File: config.mk
export PLATFORM = sky130hd
export DESIGN_NAME = mdu_sched
export DESIGN_NICKNAME = d
export VERILOG_FILES = /design/src/rtl/mdu_sched.sv
export SDC_FILE = /design/constraint.sdc
export NUM_CORES = 1
export LEC_CHECK = 0
export CORE_AREA = 2 2 159 161
export DETAILED_ROUTE_END_ITERATION = 8
export DIE_AREA = 0 0 161 163
export DONT_BUFFER_PORTS = 1
export GPL_TIMING_DRIVEN = 0
export SLEW_MARGIN = 20
export SYNTH_ARGS = -nofsm -noshare
export SYNTH_HDL_FRONTEND = slang
export SYNTH_SLANG_ARGS = --single-unit
File: constraint.sdc
create_clock -name clk -period 4.5 [get_ports clk]
set_clock_uncertainty 0.15 [all_clocks]
set_input_delay 0.9 -clock clk [delete_from_list [all_inputs] [get_ports clk]]
set_output_delay 0.9 -clock clk [all_outputs]
set_load 0.01 [all_outputs]
File: src/rtl/mdu_sched.sv
// Round-robin scheduler sharing one multiplier/divider pair between two issue
// pipes; launches the chosen unit, follows its done handshake, commits HI/LO once.
module mdu_sched (
  input  logic        clk,
  input  logic        rst_n,
  input  logic        flush_i,
  input  logic        req0_valid,
  input  logic        req1_valid,
  input  logic        req0_div,
  input  logic        req1_div,
  input  logic        req0_signed,
  input  logic        req1_signed,
  input  logic [31:0] req0_a,
  input  logic [31:0] req0_b,
  input  logic [31:0] req1_a,
  input  logic [31:0] req1_b,
  output logic        req0_grant,
  output logic        req1_grant,
  output logic        req0_stall,
  output logic        req1_stall,
  input  logic        hilo_rd_i,
  output logic        hilo_rd_stall,
  output logic [1:0]  mult_op,
  output logic [1:0]  div_op,
  output logic [31:0] mdu_a,
  output logic [31:0] mdu_b,
  input  logic        mult_done,
  input  logic        div_done,
  input  logic [63:0] mult_result,
  input  logic [63:0] div_result,
  output logic        hilo_wen,
  output logic [63:0] hilo_result,
  output logic        busy
);

  typedef enum logic [2:0] {
    S_IDLE,
    S_ISSUE,
    S_START,
    S_RUN,
    S_COMMIT
  } state_t;

  state_t      r_state;
  logic        r_last;
  logic        r_kill;
  logic        r_kind_div;
  logic [1:0]  r_mult_op;
  logic [1:0]  r_div_op;
  logic [31:0] r_a;
  logic [31:0] r_b;
  logic [63:0] r_res;

  logic        w_can_grant;
  logic        w_g0;
  logic        w_g1;
  logic        w_grant;
  logic        w_req_div;
  logic        w_req_signed;
  logic [1:0]  w_req_op;
  logic        w_sel_done;
  logic [63:0] w_sel_result;

  // rst_n gating keeps the combinational grant/stall outputs at 0 during reset
  assign w_can_grant = rst_n & ~flush_i & (r_state == S_IDLE);
  assign w_g0        = w_can_grant & req0_valid & (~req1_valid | r_last);
  assign w_g1        = w_can_grant & req1_valid & (~req0_valid | ~r_last);
  assign w_grant     = w_g0 | w_g1;

  assign w_req_div    = w_g1 ? req1_div    : req0_div;
  assign w_req_signed = w_g1 ? req1_signed : req0_signed;
  assign w_req_op     = w_req_signed ? 2'b10 : 2'b01;

  assign w_sel_done   = r_kind_div ? div_done   : mult_done;
  assign w_sel_result = r_kind_div ? div_result : mult_result;

  // r_last doubles as the owner of the in-flight operation
  always_ff @(posedge clk or negedge rst_n) begin
    if (!rst_n) begin
      r_state    <= S_IDLE;
      r_last     <= 1'b1;
      r_kill     <= 1'b0;
      r_kind_div <= 1'b0;
      r_mult_op  <= 2'b00;
      r_div_op   <= 2'b00;
      r_a        <= 32'd0;
      r_b        <= 32'd0;
      r_res      <= 64'd0;
    end else begin
      r_mult_op <= 2'b00;
      r_div_op  <= 2'b00;
      case (r_state)
        S_IDLE: begin
          if (w_grant) begin
            r_a        <= w_g1 ? req1_a : req0_a;
            r_b        <= w_g1 ? req1_b : req0_b;
            r_kind_div <= w_req_div;
            r_last     <= w_g1;
            r_mult_op  <= w_req_div ? 2'b00 : w_req_op;
            r_div_op   <= w_req_div ? w_req_op : 2'b00;
            r_state    <= S_ISSUE;
          end
        end
        S_ISSUE:  r_state <= S_START;
        S_START:  if (!w_sel_done) r_state <= S_RUN;
        S_RUN: begin
          if (w_sel_done) begin
            r_res   <= w_sel_result;
            r_state <= S_COMMIT;
          end
        end
        S_COMMIT: r_state <= S_IDLE;
        default:  r_state <= S_IDLE;
      endcase

      if (r_state == S_COMMIT)
        r_kill <= 1'b0;
      else if (r_state != S_IDLE && flush_i)
        r_kill <= 1'b1;
    end
  end

  assign busy          = (r_state != S_IDLE);
  assign req0_grant    = w_g0;
  assign req1_grant    = w_g1;
  assign req0_stall    = rst_n & req0_valid & ~w_g0;
  assign req1_stall    = rst_n & req1_valid & ~w_g1;
  // a reader alongside a grant would otherwise see the old HI/LO
  assign hilo_rd_stall = hilo_rd_i & (busy | w_grant);
  assign mult_op       = r_mult_op;
  assign div_op        = r_div_op;
  assign mdu_a         = r_a;
  assign mdu_b         = r_b;
  assign hilo_wen      = (r_state == S_COMMIT) & ~r_kill & ~flush_i;
  assign hilo_result   = r_res;

endmodule

==> flow_metrics.py <==
metrics = {
    "clock_network": {
        "cts.repair.resized": 0,
        "cts_root_buf": "clkbuf_16",
        "cts_buffers": 17,
        "cts_tree": "built",
        "clk_latency_ns": 0.41,
        "cts_buffer_depth": 2,
        "path_clk_slew_ns": 0.06,
        "cts-htree-levels": 4,
        "cts.sink_count": 138,
    },
    "run_status": {
        "outcome": "completed",
    },
    "logic_synthesis": {
        "synth_nets": 735,
        "synth_area_per_cell_um2": 14.6,
        "synth_top_cell_area_share": 0.502,
        "synth-compound-area-share": 0.0136,
        "synthesis.area_um2": 6830,
        "synth_cells": 467,
        "yosysUniqueCellTypes": 29,
        "synth_top_area_cell": "dfrtp_1",
        "synth_warnings": 0,
        "synthMuxAreaShare": 0.434,
        "synth_adder_area_share": 0,
        "synth_top_family_by_area": "multiplexers",
        "synth_seq_cells": 138,
        "synth_area_leaders": "dfrtp_1 50%, mux2_2 41%, mux2_4 2.6%",
        "synthXorXnorAreaFrac": 0,
        "ys_seq_area_frac": 0.506,
        "yosys.area_share.simple": 0.0213,
    },
    "floorplan": {
        "die_x_um": 161,
        "row_count": 58,
        "start_util": 0.277,
        "fp.dieH_um": 163,
        "core_um2": 24700,
        "die-area_um2": 26200,
        "io_pins": 407,
    },
    "routing": {
        "initialDrtViolationCount": 246,
        "dr.pass1.iters": 4,
        "ant_nets": 0,
        "drt-wirelength-per-cell_um": 21.0,
        "via_per_inst": 4.75,
        "drcViolationCount": 0,
        "routed_wl_mm": 17.4,
        "num_vias": 3931,
    },
    "sta": {
        "fin_ws_ns": 1.52,
        "drv_slew": 0,
        "rsz0062_at_grt": "false",
        "post-route-min-period_ns": 2.98,
        "finalCritPeriodShare": 0.663,
        "slew_headroom": 0.549,
        "setup_viol": 0,
        "worst_slew_pin_slew_ns": 0.676,
        "fmax_mhz": 335,
        "finalHoldViolCount": 0,
        "finalSetupTns_ns": 0,
    },
    "global_route": {
        "grt_max_degree": 142,
        "grt_pass1_vias": 4378,
        "grt.total_usage": 0.127,
        "grt_overflow": 0,
        "grt_pass1_wl_mm": 25.4,
        "antenna_found_initial": 0,
    },
    "run": {
        "cap_violations": 0,
    },
    "cells_and_area": {
        "num-fill-cells": 2425,
        "multi_input_area_um2": 3200,
        "regArea_um2": 3450,
        "nNetsFinal": 755,
        "syn2layout_area_growth_pct": 14.9,
        "antenna_cells": 0,
        "drive_gt1_frac": 0.627,
    },
    "worst_setup_path": {
        "startpoint_type": "input port",
        "reg2reg_slack_ns": 2.25,
        "critPathMaxFanout": 134,
        "critPathCaptureType": "primary output",
        "crit_type": "input port to primary output",
        "cp_data_arrival_time_ns": 1.93,
        "critPathRequiredTime_ns": 3.45,
    },
    "placement": {
        "place.gp.congestion": 0.789,
        "dp.final_hpwl_mm": 13.3,
        "io_buffers": 0,
        "preCtsSetupSlack_ns": 1.58,
    },
    "pwr": {
        "peakVddDrop_mv": 0.224,
        "p_leak_nw": 3.22,
        "powerDensity_nw_per_um2": 705,
    },
    "min_path": {
        "worstHoldPathType": "input port to asynchronous set/reset pin",
    },
}
-- kinds of logic after synthesis --
| kind of cell | count (synthesis) |
|---|---|
| AO/OA/AOI/OAI | 14 |
| buffers and inverters | 30 |
| flip-flops | 138 |
| multiplexers | 259 |
| AND/OR/NAND/NOR | 26 |
-- flip-flops by register name (all words and copies together), names as in the netlist --
signal,count
r_last,1
r_kill,1
div_op,2
mult_op,2
r_state,3
mdu_b,32
mdu_a,32
r_kind_div,1
hilo_result,64
-- timing repair --
item / 4_1_cts / 5_1_grt
endpoints found under the hold margin: 0 / 8
setup buffers: 0 / 0
hold buffers: 0 / 1
-- per-layer routing --
layer	global-route usage	share of wire	vias up
li1	-	-	1725
met1	0.149	0.40	1992
met4	0.0495	0.013	0
met3	0.0410	0.069	13
met2	0.218	0.52	201
met5	0	0	-
-- worst max-delay path, stage by stage --
cell,delay [ns]
nor2b_1,0.30
o211ai_1,0.26
a21boi_0,0.40
-- power by group --
part | total (mW) | internal [mW] | leakage [nW] | switching (mW)
logic | 1.49 | 0.930 | 1.28 | 0.555
clock network | 1.42 | 0.881 | 0.281 | 0.543
registers | 2.62 | 1.86 | 1.66 | 0.759
-- final cells by class --
cell class	count	area share
Buffer	29	0.0215
Clock buffer	19	0.0565
Clock inverter	11	0.0190
Inverter	1	0.000479
Multi-Input combinational cell	299	0.408
Sequential cell	138	0.441
Tap cell	330	0.0527
Timing Repair Buffer	1	0.00128
-- Yosys cell counts --
cell	count
a21bo_1	1
buf_1	1
nor2b_1	1
a21oi_1	6
a31oi_1	2
dfstp_2	1
o211a_1	1
inv_1	1
nand2b_1	1
buf_4	5
a21boi_0	2
and2_1	1
nor2_1	4
nand3_1	2
nor3_1	4
mux2_4	12
buf_2	15
mux2i_1	1
clkbuf_1	5
nand2_1	4
buf_6	3
mux2_2	246
and3_1	3
nor3_2	1
o21a_1	1
or2b_1	1
dfrtp_1	137
o211ai_1	1
nand3b_1	4
-- cell usage in the layout, fill, tap and decap left out, drive strengths merged, types with 4 or more instances in the layout --
cell | synthesis | final
clkinv | 0 | 5
buf | 24 | 24
nor2 | 4 | 4
mux2 | 258 | 258
clkbuf | 5 | 24
dfrtp | 137 | 137
nand2 | 4 | 4
nor3 | 5 | 5
nand3b | 4 | 4
a21oi | 6 | 6
-- metrics by stage --
| stage | power (mW) | hold WS [ns] | area [um^2] | util | instances |
|---|---|---|---|---|---|
| 2_1_floorplan | 3.72 | 0.331 | 6830 | - | 467 |
| 3_3_place_gp | 4.08 | 0.363 | 7240 | 0.293 | 797 |
| 3_5_place_dp | 4.16 | 0.384 | 7240 | 0.293 | 797 |
| 4_1_cts | 5.63 | 0.00218 | 7830 | 0.317 | 827 |
| 5_1_grt | 5.85 | 0.00224 | 7840 | 0.318 | 828 |
| 6_report | 5.53 | 0.0431 | 7840 | 0.318 | 828 |
-- worst paths after layout --
kind | start | endpoint | cells past startpoint
worst max-delay path | rst_n | hilo_rd_stall | 3
worst min-delay path | rst_n | hilo_result[31] | 0
worst max register to register | r_kind_div | hilo_result[60] | 4
worst min register to register | r_state[2] | r_state[0] | 1
max in group asynchronous | rst_n | hilo_result[29] | 1
min in group clk | r_state[2] | r_state[0] | 1
(Power assumes the default switching activity.)
